===== src/rtl/rx_bit_timer_if.sv =====
// Signal bundle between the edge detector / receive FSM (master) and rx_bit_timer (slave).
// BITS_PER_WORD must match the attached rx_bit_timer so bit_count widths agree.
interface rx_bit_timer_if #(
    parameter int BITS_PER_WORD = 8
);
    localparam int BC_W = $clog2(BITS_PER_WORD);

    logic            d_edge;
    logic            rcving;
    logic            stuff_bit;
    logic            shift_enable;
    logic            word_received;
    logic [BC_W-1:0] bit_count;
    logic            idle_err;

    modport master (
        output d_edge, rcving, stuff_bit,
        input  shift_enable, word_received, bit_count, idle_err
    );

    modport slave (
        input  d_edge, rcving, stuff_bit,
        output shift_enable, word_received, bit_count, idle_err
    );
endinterface


===== src/rtl/rx_bit_timer.sv =====
// USB receive bit/word timer: oversampling phase tracking with edge resync, sample strobe, word counting.
// Optional idle-timeout detection is compiled in with `define RX_TIMER_IDLE_ERR_EN.
module rx_bit_timer #(
    parameter int SAMPLES_PER_BIT = 8,
    parameter int SAMPLE_POINT    = 3,
    parameter int BITS_PER_WORD   = 8,
    parameter int MAX_IDLE_BITS   = 7
) (
    input  logic clk,
    input  logic rst,
    rx_bit_timer_if.slave bus
);
    localparam int PH_W = $clog2(SAMPLES_PER_BIT);
    localparam int BC_W = $clog2(BITS_PER_WORD);
    localparam logic [PH_W-1:0] PH_LAST  = PH_W'(SAMPLES_PER_BIT - 1);
    localparam logic [PH_W-1:0] PH_SAMPLE = PH_W'(SAMPLE_POINT);
    localparam logic [BC_W-1:0] BC_LAST  = BC_W'(BITS_PER_WORD - 1);

    // Elaboration-time guards against illegal parameter combinations
    if (SAMPLES_PER_BIT < 2) begin : g_bad_spb
        $error("rx_bit_timer: SAMPLES_PER_BIT must be >= 2");
    end
    if (SAMPLE_POINT < 0 || SAMPLE_POINT >= SAMPLES_PER_BIT) begin : g_bad_sp
        $error("rx_bit_timer: SAMPLE_POINT out of range");
    end
    if (BITS_PER_WORD < 2) begin : g_bad_bpw
        $error("rx_bit_timer: BITS_PER_WORD must be >= 2");
    end
    if (MAX_IDLE_BITS < 1) begin : g_bad_idle
        $error("rx_bit_timer: MAX_IDLE_BITS must be >= 1");
    end

    logic [PH_W-1:0] ph_reg, ph_next;
    logic [BC_W-1:0] bc_reg, bc_next;
    logic            word_received_reg, word_received_next;
    logic            shift_en;
    logic            counted_shift;

    always_comb begin
        shift_en      = bus.rcving && (ph_reg == PH_SAMPLE);
        counted_shift = shift_en && !bus.stuff_bit;
    end

    always_comb begin
        ph_next = ph_reg;
        if (!bus.rcving || bus.d_edge) begin
            ph_next = '0;
        end else if (ph_reg == PH_LAST) begin
            ph_next = '0;
        end else begin
            ph_next = ph_reg + 1'b1;
        end
    end

    // The word pulse comes from the register so it lands the cycle after the final counted shift
    always_comb begin
        bc_next            = bc_reg;
        word_received_next = 1'b0;
        if (!bus.rcving) begin
            bc_next = '0;
        end else if (counted_shift) begin
            if (bc_reg == BC_LAST) begin
                bc_next            = '0;
                word_received_next = 1'b1;
            end else begin
                bc_next = bc_reg + 1'b1;
            end
        end
    end

    always_ff @(posedge clk or posedge rst) begin
        if (rst) begin
            ph_reg            <= '0;
            bc_reg            <= '0;
            word_received_reg <= 1'b0;
        end else begin
            ph_reg            <= ph_next;
            bc_reg            <= bc_next;
            word_received_reg <= word_received_next;
        end
    end

`ifdef RX_TIMER_IDLE_ERR_EN
    localparam int IC_W = $clog2(MAX_IDLE_BITS + 1);
    localparam logic [IC_W-1:0] IC_MAX = IC_W'(MAX_IDLE_BITS);

    logic [IC_W-1:0] ic_reg, ic_next;
    logic            idle_err_reg, idle_err_next;
    logic            ph_wrap;

    // A wrap only counts when the phase really rolls over, not when an edge restarts it
    always_comb begin
        ph_wrap       = bus.rcving && !bus.d_edge && (ph_reg == PH_LAST);
        ic_next       = ic_reg;
        if (!bus.rcving || bus.d_edge) begin
            ic_next = '0;
        end else if (ph_wrap && (ic_reg != IC_MAX)) begin
            ic_next = ic_reg + 1'b1;
        end
        idle_err_next = bus.rcving && (idle_err_reg || (ic_next == IC_MAX));
    end

    always_ff @(posedge clk or posedge rst) begin
        if (rst) begin
            ic_reg       <= '0;
            idle_err_reg <= 1'b0;
        end else begin
            ic_reg       <= ic_next;
            idle_err_reg <= idle_err_next;
        end
    end

    assign bus.idle_err = idle_err_reg;
`else
    assign bus.idle_err = 1'b0;
`endif

    assign bus.shift_enable  = shift_en;
    assign bus.word_received = word_received_reg;
    assign bus.bit_count     = bc_reg;
endmodule


===== src/flat_wrapper.sv =====
// flat-port wrapper written by rule: the top's interface ports become plain ports
module rx_bit_timer_flat 
#(
    parameter int SAMPLES_PER_BIT = 8,
    parameter int SAMPLE_POINT    = 3,
    parameter int BITS_PER_WORD   = 8,
    parameter int MAX_IDLE_BITS   = 7
)
  (clk, rst, bus_d_edge, bus_rcving, bus_stuff_bit, bus_shift_enable, bus_word_received, bus_bit_count, bus_idle_err);
  rx_bit_timer_if #(.BITS_PER_WORD(BITS_PER_WORD)) bus_i ();
  input  logic clk;
  input  logic rst;
  input wire logic [$bits(bus_i.d_edge)-1:0] bus_d_edge;
  input wire logic [$bits(bus_i.rcving)-1:0] bus_rcving;
  input wire logic [$bits(bus_i.stuff_bit)-1:0] bus_stuff_bit;
  output wire logic [$bits(bus_i.shift_enable)-1:0] bus_shift_enable;
  output wire logic [$bits(bus_i.word_received)-1:0] bus_word_received;
  output wire logic [$bits(bus_i.bit_count)-1:0] bus_bit_count;
  output wire logic [$bits(bus_i.idle_err)-1:0] bus_idle_err;
  assign bus_i.d_edge = bus_d_edge;
  assign bus_i.rcving = bus_rcving;
  assign bus_i.stuff_bit = bus_stuff_bit;
  assign bus_shift_enable = bus_i.shift_enable;
  assign bus_word_received = bus_i.word_received;
  assign bus_bit_count = bus_i.bit_count;
  assign bus_idle_err = bus_i.idle_err;
  rx_bit_timer #(.SAMPLES_PER_BIT(SAMPLES_PER_BIT), .SAMPLE_POINT(SAMPLE_POINT), .BITS_PER_WORD(BITS_PER_WORD), .MAX_IDLE_BITS(MAX_IDLE_BITS)) u_core (.clk(clk), .rst(rst), .bus(bus_i));
endmodule

===== config.mk =====
export PLATFORM = sky130hd
export DESIGN_NAME = rx_bit_timer_flat
export DESIGN_NICKNAME = d
export VERILOG_FILES = /design/src/rtl/rx_bit_timer_if.sv /design/src/rtl/rx_bit_timer.sv /design/src/flat_wrapper.sv
export SDC_FILE = /design/constraint.sdc
export NUM_CORES = 1
export LEC_CHECK = 0
export ABC_AREA = 1
export ABC_CLOCK_PERIOD_IN_PS = 3090
export BUFFER_PORTS_ARGS = -buffer_cell sky130_fd_sc_hd__buf_4
export CORE_AREA = 2 2 39 41
export CTS_CLUSTER_DIAMETER = 150
export CTS_CLUSTER_SIZE = 24
export DETAILED_ROUTE_END_ITERATION = 8
export DIE_AREA = 0 0 41 43
export PLACE_DENSITY = 0.45
export SYNTH_ARGS = -nofsm -noshare
export SYNTH_HDL_FRONTEND = slang
export SYNTH_SLANG_ARGS = --single-unit

===== constraint.sdc =====
create_clock -name clk -period 3.09 [get_ports clk]
set_input_delay 0.309 -clock clk [delete_from_list [all_inputs] [get_ports clk]]
set_output_delay 0.309 -clock clk [all_outputs]
set_load 0.005 [all_outputs]

Word level (Yosys, flattened, before mapping)
Cells that the tools add are included.
{"block": "totals", "reg_bits": 7, "wordCells": 22}
{"block": "classes", "add_sub_neg": 2, "n_eq_ne": 4, "muxes": 8, "n_reduce_logical": 5}
{"cell": "$mux W3", "count": 5}
{"cell": "$add A3 B1 Y3 const B", "count": 2}
{"cell": "$eq A3 B3 Y1 const B", "count": 2}
{"cell": "$eq A3 B2 Y1 const B", "count": 1}
{"cell": "$mux W1", "count": 3}
{"cell": "$logic_and A1 B1 Y1", "count": 2}
{"cell": "$logic_not A1 Y1", "count": 2}
{"cell": "$ne A2 B1 Y1 const B", "count": 1}
{"cell": "$logic_or A1 B1 Y1", "count": 1}

Longest topological paths before layout
{"block": "logic_depth", "depth_word": 5, "mapped_depth": 6, "mapped_depth_nobuf": 6}

Worst setup path after synthesis
OpenSTA, ideal clock, no wires.
{"block": "synth_path", "path_kind": "register to output", "from": "register u_core.ph_reg[0]", "to": "output port bus_shift_enable", "arrival_ns": 0.880, "setup_slack_ns": 1.901, "stages_incl_launch_ff": 5, "path_buffers": 0, "cell_sequence": "dfrtp_1 ha_1 ha_1 nand2_1 inv_1"}
{"block": "synth_between", "elab_chain_len": 2}
{"item": "start, declared", "line": "rx_bit_timer.sv:33", "source": "logic [PH_W-1:0] ph_reg, ph_next;"}
{"item": "start signal, assigned", "line": "rx_bit_timer.sv:77", "source": "ph_reg <= ph_next;"}
{"item": "$eq A3 B2 Y1", "line": "rx_bit_timer.sv:40", "source": "shift_en = bus.rcving && (ph_reg == PH_SAMPLE);"}
{"item": "$logic_and A1 B1 Y1", "line": "rx_bit_timer.sv:40"}
{"item": "end, declared", "line": "flat_wrapper.sv:16", "source": "output wire logic [$bits(bus_i.shift_enable)-1:0] bus_shift_enable;"}
Every way passes these cells.

Final worst setup path
Ends and elaborated chain as after synthesis.

==> metrics.md <==
| Metric | Value |
|---|---|
| Run status | `finished clean` |
| Reg power frac | `between 40% and 50%` |
| Num ports | `11` |
| Initial drt markers | `1` |
| Postcts setup bufs | `0` |
| CTS clock-pin slew for the worst setup and hold paths | `about 50 ps` |
| Die area | `approximately 1800 um^2` |
| Reg2Reg Depth | `5` |
| Insertion delay to the later sink of the worst-skew pair | `about 250 ps` |
| Drt wl/cell | `9.152 um` |
| Peak VDD IR | `0.1692 mV` |
| Metal1 wirelength | `250 um` |
| Mapped Area | `between 300 and 400 um^2` |
| Worst Hold Class | `primary input to register` |
| Synth Instances | `37` |
| Distinct cells, synth | `11` |
| Height of the die | `approximately 43 um` |
| Total wire length | `604 um` |
| Final setup vio count | `0` |
| # clock sinks | `7` |
| Cell repeated most along the worst path | `ha_1` |
| Top cell type's share of synthesized area | `49.30%` |
| H-tree depth | `1` |
| Reg2Reg Launch Point | `u_core.ph_reg[0]$_DFF_PP0_` |
| Number of global-route vias before repair | `approximately 250` |
| Worst setup EP type | `output port` |
| Post-Syn Nets | `47` |
| Post-route setup TNS | `0 ps` |
| Hold path cells | `3` |
| Crit path time final | `between 1500 and 2000 ps` |
| Synth area leader | `dfrtp_1` |
| CP Cell Sequence | `ha_1, ha_1, nand2_1, inv_1, buf_4` |
| Layout area overhead | `32.75%` |
| Crit start category | `register` |
| Routed length on met3 | `around 64 um` |
| Layout cells sized above 1 | `a little over a quarter` |
| DRT Pass-1 Iters | `2` |
| TritonCTS clock tree | `built` |
| Net Sw Power | `roughly 41 uW` |
| First-pass GRT wire length | `around 970 um` |
| Buf/Inv on CP | `2` |
| Remaining global-route overflow | `0` |
| Initial Utilization | `25.68%` |
| Static Leakage | `0.0002774 uW` |
| R2R Path End | `u_core.bus.bit_count[1]$_DFFE_PP0P_` |
| Total power | `189.2 uW` |
| Total core area | `roughly 1400 um^2` |
| Final core occ | `34.09%` |
| Final Hold Vio Count | `0` |
| Comb pwr share | `~6.4%` |
| Critical Path AT | `1300 ps` |
| Commonest cells after routing, fill and taps aside | `9 x buf_4, 7 x dfrtp_1, 6 x inv_1, 6 x nand3_1` |
| DRC viols | `0` |
| Commonest non-fill, non-tap cell in the layout | `buf_4` |
| HPWL after DPL | `around 450 um` |
| WP data required | `2780 ps` |
| Max Used Layer | `met4` |
| Max Cap Viol | `0` |
| Int Pwr | `roughly 150 uW` |
| Slew Viols, Final | `0` |
| Root Buffer | `clkbuf_4` |
| Largest net degree at the start of global routing | `8` |
| Nets | `61` |
| Clock Power Share | `a little over two fifths` |
| Die width | `just over 40 um` |
| Synth area leaders | `dfrtp_1 49%, ha_1 18%, nand3_1 8.5%` |
| # port buffers | `9` |
| Antenna violations before repair | `0` |
| P per Cell Area | `about 400 nW/um^2` |
| Hold EP | `u_core.bus.bit_count[0]$_DFFE_PP0P_` |
| Placer Congestion | `0.7326` |
| Fmax | `619.8 MHz` |
| Sw Ratio | `21.58%` |
| Worst Path Max Fanout | `3` |
| Core Rows | `14` |
| Delay-heaviest family, CP | `adder cells` |
| Synthesized area per cell | `around 9.6 um^2` |
| CTS Buf Count | `3` |
| Gr usage total | `under 10%` |
| Via Count | `280` |
| Synth Register Bits | `7` |
| RSZ-0062 raised after global routing | `false` |
| Vias per inst | `about 4.2` |
| Crit share post-route | `between 50% and 60%` |
| Final ANT Viol Nets | `0` |
| Critical path class | `register to output port` |
| Worst path slowest cell | `dfrtp_1` |
| Synth Warn # | `0` |
| Register area share after synthesis | `about 50%` |
| N_diodes | `0` |
| Bufs on Longest Clock Path | `2` |
| Clock Skew | `approximately 4.7 ps` |
| Crit-path max cell delay | `around 370 ps` |
| Routed met2 length | `~280 um` |
| Hold_sp | `bus_rcving` |
| Worst R2R Setup Slack | `1910 ps` |
how the worst max path moves through the flow:
stage                                     startpoint          endpoint  slack [ps]  cells past startpoint
after CTS                 u_core.ph_reg[0]$_DFF_PP0_  bus_shift_enable        1450                      5
after global placement    u_core.ph_reg[0]$_DFF_PP0_  bus_shift_enable        1730                      5
after global routing      u_core.ph_reg[0]$_DFF_PP0_  bus_shift_enable        1370                      5
after detailed placement  u_core.ph_reg[0]$_DFF_PP0_  bus_shift_enable        1730                      5
after floorplan           u_core.ph_reg[0]$_DFF_PP0_  bus_shift_enable        1900                      4
final                     u_core.ph_reg[0]$_DFF_PP0_  bus_shift_enable        1480                      5
synthesized netlist by cell type:
cell type and count:
nor2_1 3, nand2_1 5, buf_4 1, nand3_1 6, nand4_1 1, nor3_1 1
ha_1 5, conb_1 1, dfrtp_1 7, inv_1 6, nor3b_2 1
power groups by stage:
stage               Combinational [uW]  Clock [uW]  Sequential, uW
CTS                               12.6        88.1            93.7
finish                            12.2        83.3            93.8
detailed placement                11.6           0            95.3
floorplan                         6.10           0            95.2
global placement                  11.5           0            95.3
global route                      14.4        97.4            93.7
cells by family after synthesis:
kind of cell	share of synthesized area, %
AND/OR/NAND/NOR	23.59
other	1.055
adder cells (fa/ha/maj)	17.61
buffers and inverters	8.451
flip-flops	49.30
per-layer routing:
layer  global-route usage [%]  up-vias
met2                    12.50       11
li1                         -      141
met5                        0        -
met1                    9.539      126
met3                    7.853        2
met4                    4.000        0
layout make-up:
cell class | instances | area [um^2]
Clock buffer | 4 | 26.28
Fill cell | 147 | 912.1
Inverter | 6 | 22.52
Multi-Input combinational cell | 23 | 150.1
Sequential cell | 7 | 175.2
Tap cell | 16 | 20.02
Timing Repair Buffer | 10 | 77.57
timing repair:
action,CTS,global route
hold buffers,1,0
gates resized for setup,0,0
endpoints found under the hold margin,7,0
stage by stage:
step           hold slack, ps  std cells  area, um^2  worst slack (ps)
3_5_place_dp            273.6         61       435.4              1731
6_report                335.4         66       471.7              1477
5_1_grt                 346.8         66       471.7              1366
4_1_cts                 326.8         66       471.7              1451
3_3_place_gp            267.5         61       435.4              1727
2_1_floorplan           112.4         37       355.3              1901
worst min-delay path, stage by stage:
cell     delay [ps]
buf_4           120
nand3_1          80
nand2_1          50
Power figures use the tool's default switching activity.
